[src/rtl/pwm_pkg.sv]
// Shared types for the multi-channel PWM generator.
package pwm_pkg;

    typedef enum logic {PWM_EDGE = 1'b0, PWM_CENTER = 1'b1} pwm_mode_t;
    typedef enum logic {DIR_UP = 1'b0, DIR_DOWN = 1'b1} pwm_dir_t;

endpackage

[src/rtl/pwm_prescaler.sv]
// Tick generator: one tick every prescale+1 clocks while enabled.
module pwm_prescaler #(
    parameter int PRESCALE_W = 8
) (
    input  logic                  clk,
    input  logic                  rst,
    input  logic                  ena,
    input  logic [PRESCALE_W-1:0] prescale,
    output logic                  tick
);

    logic [PRESCALE_W-1:0] pre_cnt;

    // >= rather than == so a prescale reduced mid-count still ticks at once.
    assign tick = ena && (pre_cnt >= prescale);

    always_ff @(posedge clk or posedge rst) begin
        if (rst) begin
            pre_cnt <= '0;
        end else if (!ena || tick) begin
            pre_cnt <= '0;
        end else begin
            pre_cnt <= pre_cnt + 1'b1;
        end
    end

endmodule

[src/rtl/pwm_multi.sv]
// Multi-channel PWM: shared prescaler and period counter, edge or centre
// aligned, with double-buffered duty values applied at period boundaries.
module pwm_multi
    import pwm_pkg::*;
#(
    parameter int N          = 8,
    parameter int CHANNELS   = 4,
    parameter int PRESCALE_W = 8
) (
    input  logic                  clk,
    input  logic                  rst,
    input  logic                  ena,
    input  logic [PRESCALE_W-1:0] prescale,
    input  logic [N-1:0]          period,
    input  logic                  center_mode,
    input  logic [CHANNELS*N-1:0] duty_in,
    input  logic                  duty_load,
    output logic [CHANNELS-1:0]   out,
    output logic                  period_end
);

    localparam logic [N-1:0] CNT_ONE = N'(1);

    logic                  tick;
    logic                  boundary;
    logic                  pending;
    logic [N-1:0]          cnt;
    logic [N-1:0]          cnt_nxt;
    pwm_dir_t              dir;
    pwm_dir_t              dir_nxt;
    pwm_mode_t             mode;
    logic [CHANNELS*N-1:0] shadow;
    logic [CHANNELS*N-1:0] active;
    logic [CHANNELS-1:0]   hit;

    assign mode = center_mode ? PWM_CENTER : PWM_EDGE;

    pwm_prescaler #(
        .PRESCALE_W(PRESCALE_W)
    ) u_prescaler (
        .clk     (clk),
        .rst     (rst),
        .ena     (ena),
        .prescale(prescale),
        .tick    (tick)
    );

    // Next counter state for the coming tick; >= compares let a shrunken
    // period wrap or turn immediately instead of running past the top.
    always_comb begin
        cnt_nxt  = cnt;
        dir_nxt  = dir;
        boundary = 1'b0;
        if (mode == PWM_EDGE) begin
            dir_nxt = DIR_UP;
            if (cnt >= period) begin
                cnt_nxt  = '0;
                boundary = 1'b1;
            end else begin
                cnt_nxt = cnt + 1'b1;
            end
        end else if (period == '0) begin
            cnt_nxt  = '0;
            dir_nxt  = DIR_UP;
            boundary = 1'b1;
        end else if (dir == DIR_UP) begin
            if (cnt >= period) begin
                dir_nxt = DIR_DOWN;
                cnt_nxt = cnt - 1'b1;
            end else begin
                cnt_nxt = cnt + 1'b1;
            end
        end else begin
            if (cnt == '0) begin
                dir_nxt  = DIR_UP;
                cnt_nxt  = CNT_ONE;
                boundary = 1'b1;
            end else begin
                cnt_nxt = cnt - 1'b1;
            end
        end
    end

    always_ff @(posedge clk or posedge rst) begin
        if (rst) begin
            cnt <= '0;
            dir <= DIR_UP;
        end else if (!ena) begin
            cnt <= '0;
            dir <= DIR_UP;
        end else if (tick) begin
            cnt <= cnt_nxt;
            dir <= dir_nxt;
        end else if (mode == PWM_EDGE) begin
            dir <= DIR_UP;
        end
    end

    // A load on the boundary tick only refills the shadow; it waits a period.
    always_ff @(posedge clk or posedge rst) begin
        if (rst) begin
            shadow  <= '0;
            active  <= '0;
            pending <= 1'b0;
        end else begin
            if (duty_load) begin
                shadow <= duty_in;
            end
            if (!ena) begin
                active  <= duty_load ? duty_in : shadow;
                pending <= 1'b0;
            end else begin
                if (tick && boundary && pending) begin
                    active <= shadow;
                end
                pending <= duty_load || (pending && !(tick && boundary));
            end
        end
    end

    for (genvar i = 0; i < CHANNELS; i++) begin : g_ch
        logic [N-1:0] act;
        assign act    = active[i*N +: N];
        assign hit[i] = (act == {N{1'b1}}) || (cnt < act);
    end

    always_ff @(posedge clk or posedge rst) begin
        if (rst) begin
            out        <= '0;
            period_end <= 1'b0;
        end else begin
            out        <= ena ? hit : '0;
            period_end <= tick && boundary;
        end
    end

endmodule
[config.mk]
export PLATFORM = sky130hd
export DESIGN_NAME = pwm_multi
export DESIGN_NICKNAME = d
export VERILOG_FILES = /design/src/rtl/pwm_pkg.sv /design/src/rtl/pwm_prescaler.sv /design/src/rtl/pwm_multi.sv
export SDC_FILE = /design/constraint.sdc
export NUM_CORES = 1
export LEC_CHECK = 0
export ABC_AREA = 1
export CAP_MARGIN = 20
export CORE_UTILIZATION = 50
export DETAILED_ROUTE_END_ITERATION = 6
export HOLD_SLACK_MARGIN = 0.15
export PLACE_DENSITY = 0.75
export SLEW_MARGIN = 20
export SYNTH_ARGS = -nofsm -noshare
export SYNTH_HDL_FRONTEND = slang
export SYNTH_SLANG_ARGS = --single-unit
export TNS_END_PERCENT = 10
[constraint.sdc]
create_clock -name clk -period 2.5 [get_ports clk]
set_input_delay 0.25 -clock clk [delete_from_list [all_inputs] [get_ports clk]]
set_output_delay 0.25 -clock clk [all_outputs]
set_load 0.02 [all_outputs]
==> results_dict.tcl <==
set metrics [dict create \
    status "completed" \
    synth-seq-cells 87 \
    grt_pass1_vias 4804 \
    synthXorXnorAreaFrac_pct 1.45 \
    fillers 936 \
    yosysMostFrequentCell "nand2_1" \
    crit_required_ns 2.76 \
    critical-path-max-stage-delay_ns 0.43 \
    vdd.ir_drop.worst_v 0.000419 \
    synth_top_family_by_area "simple AND/OR/NAND/NOR gates" \
    overflow 0 \
    io_pins 58 \
    die_w_um 106 \
    yosys.area.top_type "dfrtp_1" \
    multi_input_area_sq_um 2790 \
    critPathCaptureType "flip-flop" \
    seq_area_sq_um 2180 \
    min_period_ns 2.04 \
    avgRoutedWirePerCell_um 13.2 \
    cp.buffers_inverters 1 \
    skew_ns 0.00594 \
    synthMuxAreaShare_pct 0 \
    fin_util_pct 61.6 \
    dp_hpwl_um 8870 \
    syn-cell-area_sq_um 5430 \
    critical_path_class "reg2reg" \
    cts_tree "built" \
    final.period_utilization_pct 81.7 \
    synth_compound_area_share_pct 5.14 \
    timing.critical_path.mode_cell "nand2_1" \
    core_area_sq_um 10400 \
    power.density_nw_per_um2 506 \
    dr.pass1.iters 7 \
    layout_setup_ws_ns 0.458 \
    fin_tns_setup_ns 0 \
    dpl_worst_slack_ns 0.101 \
    drive_gt1_share_pct 5.49 \
    clock-root-buffer "clkbuf_8" \
    synthTopCellsByCount "nand2_1 (328), dfrtp_1 (87), inv_1 (87), nand3_1 (55), ha_1 (48)" \
    cts_hold_buffers 0 \
    slew_headroom_pct 54.8 \
    hold_viol 0 \
    num_antenna_cells 0 \
    synthTopCellsByArea "dfrtp_1 (40%), nand2_1 (23%), ha_1 (11%)" \
    slew_viol_final 0 \
    arrival_ns 2.31 \
    crit_cells 10 \
    synth_top_flop_cell "dfrtp_1" \
    cts-buffers-inserted 9 \
    drc 0 \
    min-delay-start "ena" \
    cp_cell_sequence "ha_1 -> nand2_1 -> nor2_1 -> nand2_1 -> nand4_1 -> nand2_1 -> o21ai_0 -> inv_1 -> nand2_1 -> nand2_1" \
    antenna_left 0 \
    drt-total-wl_um 12600 \
    viasPerCell 5.13 \
    r2r_slack_ns 0.46 \
    fp-row-count 37 \
    power.leakage_uw 0.00357 \
    setup_viol 0 \
    cts.sinks 87 \
    grt_max_degree 88 \
    slowest_stage "dfrtp_1" \
    synth_nets 855 \
    worstSetupStartpointType "flip-flop" \
    postCtsSetupBuffers 0 \
    grt_pass1_wl_um 21900 \
    clk_latency_ns 0.37 \
    place_area_sq_um 6210 \
    synth-edff-count 0 \
    yosys.cell_types.count 29 \
    vias 4903 \
    whs_ns 0.288 \
    worstMarginPinSlew_ns 0.676 \
    path_delay_family "simple AND/OR/NAND/NOR gates" \
    critPathMaxFanout 6 \
    area_delta_synth_final_pct 18.2 \
    track_usage_pct 24.7 \
    clockBufferDepth 2 \
    initial_core_util_pct 52.1 \
    ys_warn_count 0 \
    min_path_cells 3 \
    design_area_sq_um 6420 \
    rsz0062_at_grt "no" \
    hp-class "in2reg" \
    clk_pin_slew_ns 0.08 \
    synthAdderAreaFrac_pct 11.1 \
    post_cts_resized 0 \
    yosysTopAreaCellShare_pct 40.1 \
    drv_cap 0 \
    ys_async_sr_fraction_pct 100 \
    synth.avg_cell_area_sq_um 7.20 \
    ys_seq_area_share_pct 40.1 \
    fp.dieArea_sq_um 11300 \
    htree_levels 3 \
    syn_inst 754 \
    synthSimpleGateAreaFrac_pct 33.8 \
    first_iter_violations 359 \
    final_nets 916 \
    io_buffers 57 \
    max_clock_freq_mhz 490 \
    gp_congestion 0.883 \
    worstRegToRegCells 10 \
    antenna_found_initial 0 \
    min_to "period_end" \
    timing.rr.start "cnt[7]" \
    rr_endpoint "cnt[3]" \
    die_h_um 106 \
]
## cell families after synthesis
| family | count (synthesis) |
|---|---|
| buffers and inverters | 115 |
| and+or+nand+nor | 443 |
| DFF | 87 |
| AOI/OAI and AO/OA | 52 |
| adders and majority gates | 48 |
| xor gates and xnor gates | 9 |
## per-stage QoR
stage | std cells | total power, uW
global route | 955 | 3440
CTS | 955 | 3280
detailed placement | 940 | 2190
floorplan | 754 | 1980
finish | 955 | 3250
global placement | 940 | 2160
## sequential cells by signal, indices dropped and copies added, names as in the netlist
signal	cells
active	32
cnt	8
dir	1
out	4
pending	1
period_end	1
shadow	32
u_prescaler.pre_cnt	8
## cell type report
class | instances | share of cell area (%)
repair buffers | 75 | 11.3
multi-input cells | 552 | 43.5
clock buffers | 12 | 2.26
flip-flops and latches | 87 | 33.9
inverters | 90 | 5.32
well taps | 136 | 2.65
clock inverters | 3 | 1.05
## layout by cell type, fill, tap and decap left out, types with 2 or more instances in the layout
master	synthesis	routed
nand2_1	328	328
dfrtp_1	87	87
inv_1	87	86
clkdlybuf4s50_1	0	56
nand3_1	55	55
ha_1	48	48
nor2_1	27	27
a21oi_1	25	25
o21ai_0	19	19
buf_4	0	16
nand4_1	10	10
clkbuf_8	0	10
xor2_1	8	8
nor4_1	8	8
nor3_1	5	5
o211ai_1	4	4
inv_2	3	3
nand2_2	2	2
nor2_2	2	2
nand4_2	2	2
nand2_4	2	2
clkinvlp_4	0	2
bufinv_16	0	2
clkbuf_1	14	2
buf_12	0	2
## routing by layer
layer  up-vias  global-route usage [%]  share of wire (%)
met1      2261                    31.6                 45
met5         -                       0                  0
met4         0                    11.2                2.4
li1       2491                       -                  -
met3        22                    3.80                4.2
met2       129                    41.0                 48
## report_power, final
group	leakage (uW)	internal, uW	switching (uW)
Combinational	0.00236	237	331
Clock	0.000103	586	505
Sequential	0.00110	1530	66.8
Total	0.00357	2350	902
## worst register-to-register path: cells and delay by family, from the launching register on
kind	cells	cell delay [ns]
AOI/OAI and AO/OA	1	0.25
adders and majority gates	1	0.31
buffers and inverters	1	0.06
DFF	1	0.43
and+or+nand+nor	7	0.91
## worst max path at each step
stage / from / end / slack (ns)
floorplan: cnt[7] / active[10] / 0.61
global placement: period[7] / cnt[4] / 0.16
detailed placement: period[7] / active[1] / 0.10
CTS: cnt[7] / active[1] / 0.45
global route: cnt[0] / cnt[2] / 0.25
finish: cnt[7] / cnt[3] / 0.46
Power figures use the tool's default switching activity.
